**src/rtl/regfile_wb_arbiter.sv**
```systemverilog
// rtl/regfile_wb_arbiter.sv - regfile writeback arbiter with pending-write scoreboard
module regfile_wb_arbiter #(
  parameter int DATA_W       = 32,
  parameter int STARVE_LIMIT = 4
) (
  input  logic              clk,
  input  logic              reset,
  input  logic              p0_valid,
  input  logic [4:0]        p0_rd,
  input  logic [DATA_W-1:0] p0_data,
  input  logic              p1_valid,
  input  logic [4:0]        p1_rd,
  input  logic [DATA_W-1:0] p1_data,
  output logic              p1_ready,
  input  logic              p2_valid,
  input  logic [4:0]        p2_rd,
  input  logic [DATA_W-1:0] p2_data,
  output logic              p2_ready,
  input  logic              iss_valid,
  input  logic [4:0]        iss_rd,
  output logic              iss_stall,
  input  logic [4:0]        chk_a,
  input  logic [4:0]        chk_b,
  output logic              hazard_a,
  output logic              hazard_b,
  output logic              stall_pipe,
  output logic              rf_wrd,
  output logic [4:0]        rf_addr_d,
  output logic [DATA_W-1:0] rf_d,
  output logic              err
);

  localparam int CW = $clog2(STARVE_LIMIT + 1);
  localparam logic [CW-1:0] LIMIT = CW'(STARVE_LIMIT);

  logic [31:0]       pending;
  logic              rr;
  logic [CW-1:0]     wait_cnt;
  logic              g0, g1, g2, any_grant;
  logic [4:0]        w_rd;
  logic [DATA_W-1:0] w_data;
  logic [31:0]       set_mask, clr_mask;

  // Grant selection: p0 always wins, otherwise rr breaks p1/p2 ties
  always_comb begin
    g0 = p0_valid;
    g1 = 1'b0;
    g2 = 1'b0;
    if (!p0_valid) begin
      g1 = p1_valid & (!p2_valid | !rr);
      g2 = p2_valid & (!p1_valid |  rr);
    end
    any_grant = g0 | g1 | g2;
    w_rd   = 5'd0;
    w_data = '0;
    if (g0) begin
      w_rd   = p0_rd;
      w_data = p0_data;
    end else if (g1) begin
      w_rd   = p1_rd;
      w_data = p1_data;
    end else if (g2) begin
      w_rd   = p2_rd;
      w_data = p2_data;
    end
  end

  // Handshakes, hazard lookups and scoreboard update masks
  always_comb begin
    p1_ready   = g1 & !reset;
    p2_ready   = g2 & !reset;
    stall_pipe = (wait_cnt == LIMIT);
    iss_stall  = iss_valid & (iss_rd != 5'd0) & pending[iss_rd];
    hazard_a   = (chk_a != 5'd0) & (pending[chk_a] | (rf_wrd & (rf_addr_d == chk_a)));
    hazard_b   = (chk_b != 5'd0) & (pending[chk_b] | (rf_wrd & (rf_addr_d == chk_b)));
    set_mask   = '0;
    clr_mask   = '0;
    if (iss_valid && !iss_stall && iss_rd != 5'd0) set_mask = 32'd1 << iss_rd;
    if (g1)      clr_mask = 32'd1 << p1_rd;
    else if (g2) clr_mask = 32'd1 << p2_rd;
  end

  // Registered regfile write port, scoreboard, round-robin and starvation state
  always_ff @(posedge clk) begin
    if (reset) begin
      pending   <= '0;
      rr        <= 1'b0;
      wait_cnt  <= '0;
      rf_wrd    <= 1'b0;
      rf_addr_d <= 5'd0;
      rf_d      <= '0;
      err       <= 1'b0;
    end else begin
      pending <= (pending & ~clr_mask) | set_mask;
      if (g1) rr <= 1'b1;
      else if (g2) rr <= 1'b0;
      if (g1 || g2 || !(p1_valid || p2_valid)) wait_cnt <= '0;
      else if (p0_valid && wait_cnt != LIMIT) wait_cnt <= wait_cnt + CW'(1);
      rf_wrd <= any_grant & (w_rd != 5'd0);
      if (any_grant) begin
        rf_addr_d <= w_rd;
        rf_d      <= w_data;
      end
      if (p0_valid && stall_pipe) err <= 1'b1;
    end
  end

endmodule

```
**config.mk**
```make
export PLATFORM = sky130hd
export DESIGN_NAME = regfile_wb_arbiter
export DESIGN_NICKNAME = d
export VERILOG_FILES = /design/src/rtl/regfile_wb_arbiter.sv
export SDC_FILE = /design/constraint.sdc
export NUM_CORES = 1
export LEC_CHECK = 0
export ABC_AREA = 1
export BUFFER_PORTS_ARGS = -buffer_cell sky130_fd_sc_hd__buf_2
export CORE_MARGIN = 1
export CORE_UTILIZATION = 52
export CTS_BUF_LIST = sky130_fd_sc_hd__clkbuf_16
export DETAILED_ROUTE_END_ITERATION = 12
export PLACE_DENSITY = 0.81
export SLEW_MARGIN = 20
export SYNTH_ARGS = -nofsm -noshare
export SYNTH_HDL_FRONTEND = slang
export SYNTH_SLANG_ARGS = --single-unit
```
**constraint.sdc**
```tcl
create_clock -name clk -period 1.8 [get_ports clk]
set_input_delay 0.27 -clock clk [delete_from_list [all_inputs] [get_ports clk]]
set_output_delay 0.27 -clock clk [all_outputs]
set_load 0.01 [all_outputs]
```
== Yosys cells after proc, flatten, opt, wreduce, memory -nomap -nowiden ==
Cells that the tools add are included.

* Add/subtract/negate cells: 1
* Order comparisons: 3
* Equal/unequal tests: 4
* Shifts and indexed selects: 3
* Mux-type cells: 19
* Bitwise logic cells: 20
* Reductions and logical operators: 19

{| class="wikitable"
|+ Operators with widths
! operator !! count
|-
| 32-bit two-way mux || 6
|-
| 1-bit by 5-bit << shifter with 32-bit output, first input constant || 3
|-
| 32-bit bitwise AND || 1
|-
| 32-bit inverter || 1
|-
| 32-bit bitwise OR || 1
|-
| 5-bit nonzero test || 4
|-
| 5-bit by 6-bit less-than comparator with 1-bit output, second input constant || 3
|-
| 1-bit binary-select mux with 5-bit select || 3
|-
| 5-bit two-way mux || 3
|-
| 1-bit bitwise AND || 11
|-
| 5-bit == test || 2
|-
| 1-bit two-way mux || 7
|-
| 1-bit logical NOT || 6
|-
| 1-bit bitwise OR || 6
|-
| 1-bit logical AND || 4
|-
| 3-bit by 1-bit adder with 3-bit output, second input constant || 1
|-
| 3-bit == test, second input constant || 1
|-
| 1-bit logical OR || 3
|-
| 3-bit != test, second input constant || 1
|-
| 2-bit nonzero test || 1
|-
| 2-bit OR reduction || 1
|}

* Flip-flop bits (word level): 75
* Input port bits: 132
* Output and inout port bits: 45
* Word-level logic and storage cells: 76

== Depth between registers and ports, before layout ==
* Depth after elaboration: 9
* Depth in mapped cells: 13
* Gate-level depth less buffers: 10

== Worst setup path after synthesis ==
Ideal clock, no wire load.

* Kind: in2out
* Start point: input iss_rd[1]
* End point: output iss_stall
* Arrival: 1,354 ps
* Required time: 1,530 ps
* Path slack: 176 ps
* Stages on the path: 11
* Path buffers: 2
* Cells stage by stage: buf_4 > inv_2 > nand2_1 > nor2_1 > nor2_1 > nand3_1 > nand3_1 > nand3_2 > nand2_4 > buf_12 > nor2_1

* Word-level cells in the longest chain between the ends: 3
* Elaborated cells on any way between the ends: 5
* Those cells by class: mux (2); bitwise (2); reduce/logical (1)

{| class="wikitable"
|+ RTL lines
! element !! RTL line !! RTL
|-
| start: declaration || 20 || <nowiki>input logic [4:0] iss_rd,</nowiki>
|-
| 1-bit binary-select mux with 5-bit select or 5-bit nonzero test (tied branches) || 73 || <nowiki>iss_stall = iss_valid & (iss_rd != 5'd0) & pending[iss_rd];</nowiki>
|-
| 1-bit two-way mux (implied by the code) or 1-bit bitwise AND (tied branches) || 73 ||
|-
| 1-bit bitwise AND * || 73 ||
|-
| end: declaration || 21 || <nowiki>output logic iss_stall,</nowiki>
|}

Mark *: on every way between the ends. The rest lies on a longest branch, timed or not. The select of a mux whose other input is x is not followed.

== Worst setup path after layout ==
* Start point: register pending[11]
* End point: output hazard_b

* Word-level cells in the longest chain between the ends: 4

{| class="wikitable"
|+ RTL lines
! element !! RTL line !! RTL
|-
| start: declaration || 36 || <nowiki>logic [31:0] pending;</nowiki>
|-
| start signal: assignment || 94 || <nowiki>pending <= (pending & ~clr_mask) | set_mask;</nowiki>
|-
| 1-bit binary-select mux with 5-bit select || 75 || <nowiki>hazard_b = (chk_b != 5'd0) & (pending[chk_b] | (rf_wrd & (rf_addr_d == chk_b)));</nowiki>
|-
| 1-bit two-way mux (implied by the code) || 75 ||
|-
| 1-bit bitwise OR || 75 ||
|-
| 1-bit bitwise AND || 75 ||
|-
| end: declaration || 25 || <nowiki>output logic hazard_b,</nowiki>
|}

No other way between the ends. The select of a mux whose other input is x is not followed.

==> results.json <==
{
  "dpl.cell_count": 1157,
  "ys.warnings.count": 0,
  "syn_avg_cell_area_um2": 6.338,
  "grt_usage_pct": 34.68,
  "ys_seq_elements": 75,
  "synthToLayoutAreaGrowth_pct": 28.44,
  "routedWlPerCell_um": 16.33,
  "path_clk_slew_ns": 0.06,
  "synth_common_cells": "269 x nand2_1, 100 x nand3_1, 75 x dfxtp_1",
  "synth_top_area_share_pct": 27.32,
  "arrival_ns": 1.57,
  "synth_area_leaders": "dfxtp_1 27%, nand2_1 18%, nand3_1 9.1%",
  "cp-startpoint": "pending[11]",
  "syn-num-nets": 1001,
  "dp_slack_ns": -0.008302,
  "cts-root-buf": "clkbuf_16",
  "synth.distinct_cells": 37,
  "powerDensity_nw_per_um2": 673.5,
  "tightest_slew_ns": 0.4754,
  "syn_area_um2": 5495,
  "viasPerCell": 5.760,
  "hold_viol": 0,
  "drtPass1Iterations": 7,
  "num_io_pins": 177,
  "hp-start": "reset",
  "finalSetupViolations": 3,
  "grt_max_degree": 34,
  "finClkSkew_ns": 0.004069,
  "dpl.hpwl_um": 13990,
  "numCtsBuffers": 9,
  "start_util_pct": 53.47,
  "fp.dieH_um": 104.8,
  "regToRegStartpoint": "pending[7]",
  "fp.dieW_um": 104.8,
  "fp.dieArea_um2": 10980,
  "fin_crit_ns": 1.837,
  "cap_violations": 0,
  "routed_wl_um": 19220,
  "fin_crit_sh_pct": 102.1,
  "worstSkewPairLatency_ns": 0.34,
  "rsz0062_at_grt": "true",
  "async_flop_share_pct": 0,
  "clock_path_buffers": 2,
  "cts_max_level": 3,
  "timing.max_slew.rel_slack_pct": 68.30,
  "crit_type": "reg2out",
  "synth_seq_area_share_pct": 27.32,
  "io_buffers": 176,
  "finalNonFillerCells": 1177,
  "violations": "negative setup slack",
  "routabilityCongestion": 0.9518,
  "num_vias": 6780,
  "p_leak_nw": 2.973,
  "finalPower_w": 0.004753,
  "synth_largest_area_cell": "dfxtp_1",
  "drc": 0,
  "final_layout_size_suffix_gt1_share_pct": 34.90,
  "cp.required_ns": 1.53,
  "synth_most_common_cell": "nand2_1",
  "final_util_pct": 68.68,
  "cts_tree": "done",
  "hold_path.class": "in2reg",
  "final_nets": 1169,
  "max_freq_mhz": 544.3,
  "postRouteAntennaNets": 0,
  "drt_iter0_drc": 778,
  "synth_cells": 867,
  "grt_pass1_vias": 6224,
  "drv_slew": 0,
  "fp-row-count": 37,
  "clock_sinks": 75,
  "start_kind": "flop",
  "max-vdd-ir-drop_v": 0.0005025,
  "synth_flop_cell": "dfxtp_1",
  "fill_cells": 891,
  "status": "finished, violations left",
  "grt_pass1_wl_um": 30770,
  "synth-edff-count": 0,
  "setup_slack_ns": -0.03721,
  "crit_path_max_fanout": 3,
  "cp-end-kind": "primary output",
  "antenna_found_initial": 1,
  "core_region_area_um2": 10280,
  "gr-total-overflow": 0
}
[logic make-up after synthesis]
kind of cell | synth area share [%]
flip-flops | 27.32
adder cells (fa/ha/maj) | 0.4553
XOR/XNOR | 0.1594
AO/OA/AOI/OAI | 19.67
buffers and inverters | 11.02
AND/OR/NAND/NOR | 41.37
[flip-flops by register name, indices dropped and copies added, names as in the netlist]
register and count:
rr 1, rf_addr_d 5, wait_cnt 3, rf_d 32
err 1, rf_wrd 1, pending 32
[stage by stage]
step | setup TNS (ns) | hold WS, ns | area, µm²
5_1_grt | -0.3425 | 0.2213 | 7058
2_1_floorplan | 0 | 0.4507 | 5495
3_5_place_dp | -0.008302 | 0.4627 | 6540
4_1_cts | 0 | 0.2007 | 6937
6_report | -0.04583 | 0.2081 | 7058
3_3_place_gp | 0 | 0.4545 | 6540
[final timing paths]
path	slack, ns	cells after the start	endpoint
worst max-delay path	-0.04	9	hazard_b
worst min-delay path	0.21	2	pending[8]
worst max register to register	0.06	11	pending[1]
worst min register to register	0.48	1	err
[timing repair]
item	in CTS	in global routing
hold buffers	0	0
setup buffers	2	1
pin swaps	8	11
hold endpoints to repair	0	0
endpoints found under the setup margin	3	10
cloned	0	0
resized for setup	43	35
[layout make-up]
cell class,count,area (µm²),area share [%]
Multi-Input combinational cell,658,3477,49.26
Antenna cell,1,2.502,0.03545
Clock inverter,7,100.1,1.418
Sequential cell,75,1564,22.16
Timing Repair Buffer,216,1230,17.43
Clock buffer,9,225.2,3.191
Inverter,75,289.0,4.095
Tap cell,136,170.2,2.411
[worst max-delay path, cell delays in order, from the launching register on]
cell      delay, ns
dfxtp_2        0.38
inv_1          0.07
nand2_1        0.07
o211ai_1       0.10
nand3_1        0.11
nand3_1        0.10
a21oi_2        0.16
o21ai_1        0.08
inv_1          0.04
buf_2          0.11
[per-layer routing]
| layer | up-vias | GRT usage, % | part of all wire, % | wire length (µm) |
|---|---|---|---|---|
| li1 | 3252 | - | - | - |
| met1 | 3084 | 45.48 | 41 | 7940 |
| met2 | 384 | 57.00 | 47 | 9038 |
| met3 | 60 | 6.488 | 9.0 | 1730 |
| met4 | 0 | 11.77 | 2.6 | 506 |
| met5 | - | 0 | 0 | 0 |
[power by group]
| part | leakage, nW | internal, W | switching (W) |
|---|---|---|---|
| Sequential | 0.632 | 0.00172 | 0.0000467 |
| Combinational | 2.19 | 0.000392 | 0.000621 |
| Clock | 0.156 | 0.00123 | 0.000748 |
[layout by cell type, fill, tap and decap left out, types with 4 or more instances in the layout]
cell type  count
nand2_1      269
buf_2        173
inv_2         10
clkinv_1       4
dfxtp_2       20
a21oi_1       32
dfxtp_1       45
o21ai_1        8
a21oi_2       32
nor4_1        14
o21ai_0       23
a31o_2         5
nand3_2       37
clkbuf_16      9
nand3_1       93
o22ai_1        6
nor2_1        67
o211ai_1      14
buf_4         37
a41oi_1       27
dfxtp_4       10
inv_1         59
nor2_2         6
(Power assumes the default switching activity.)
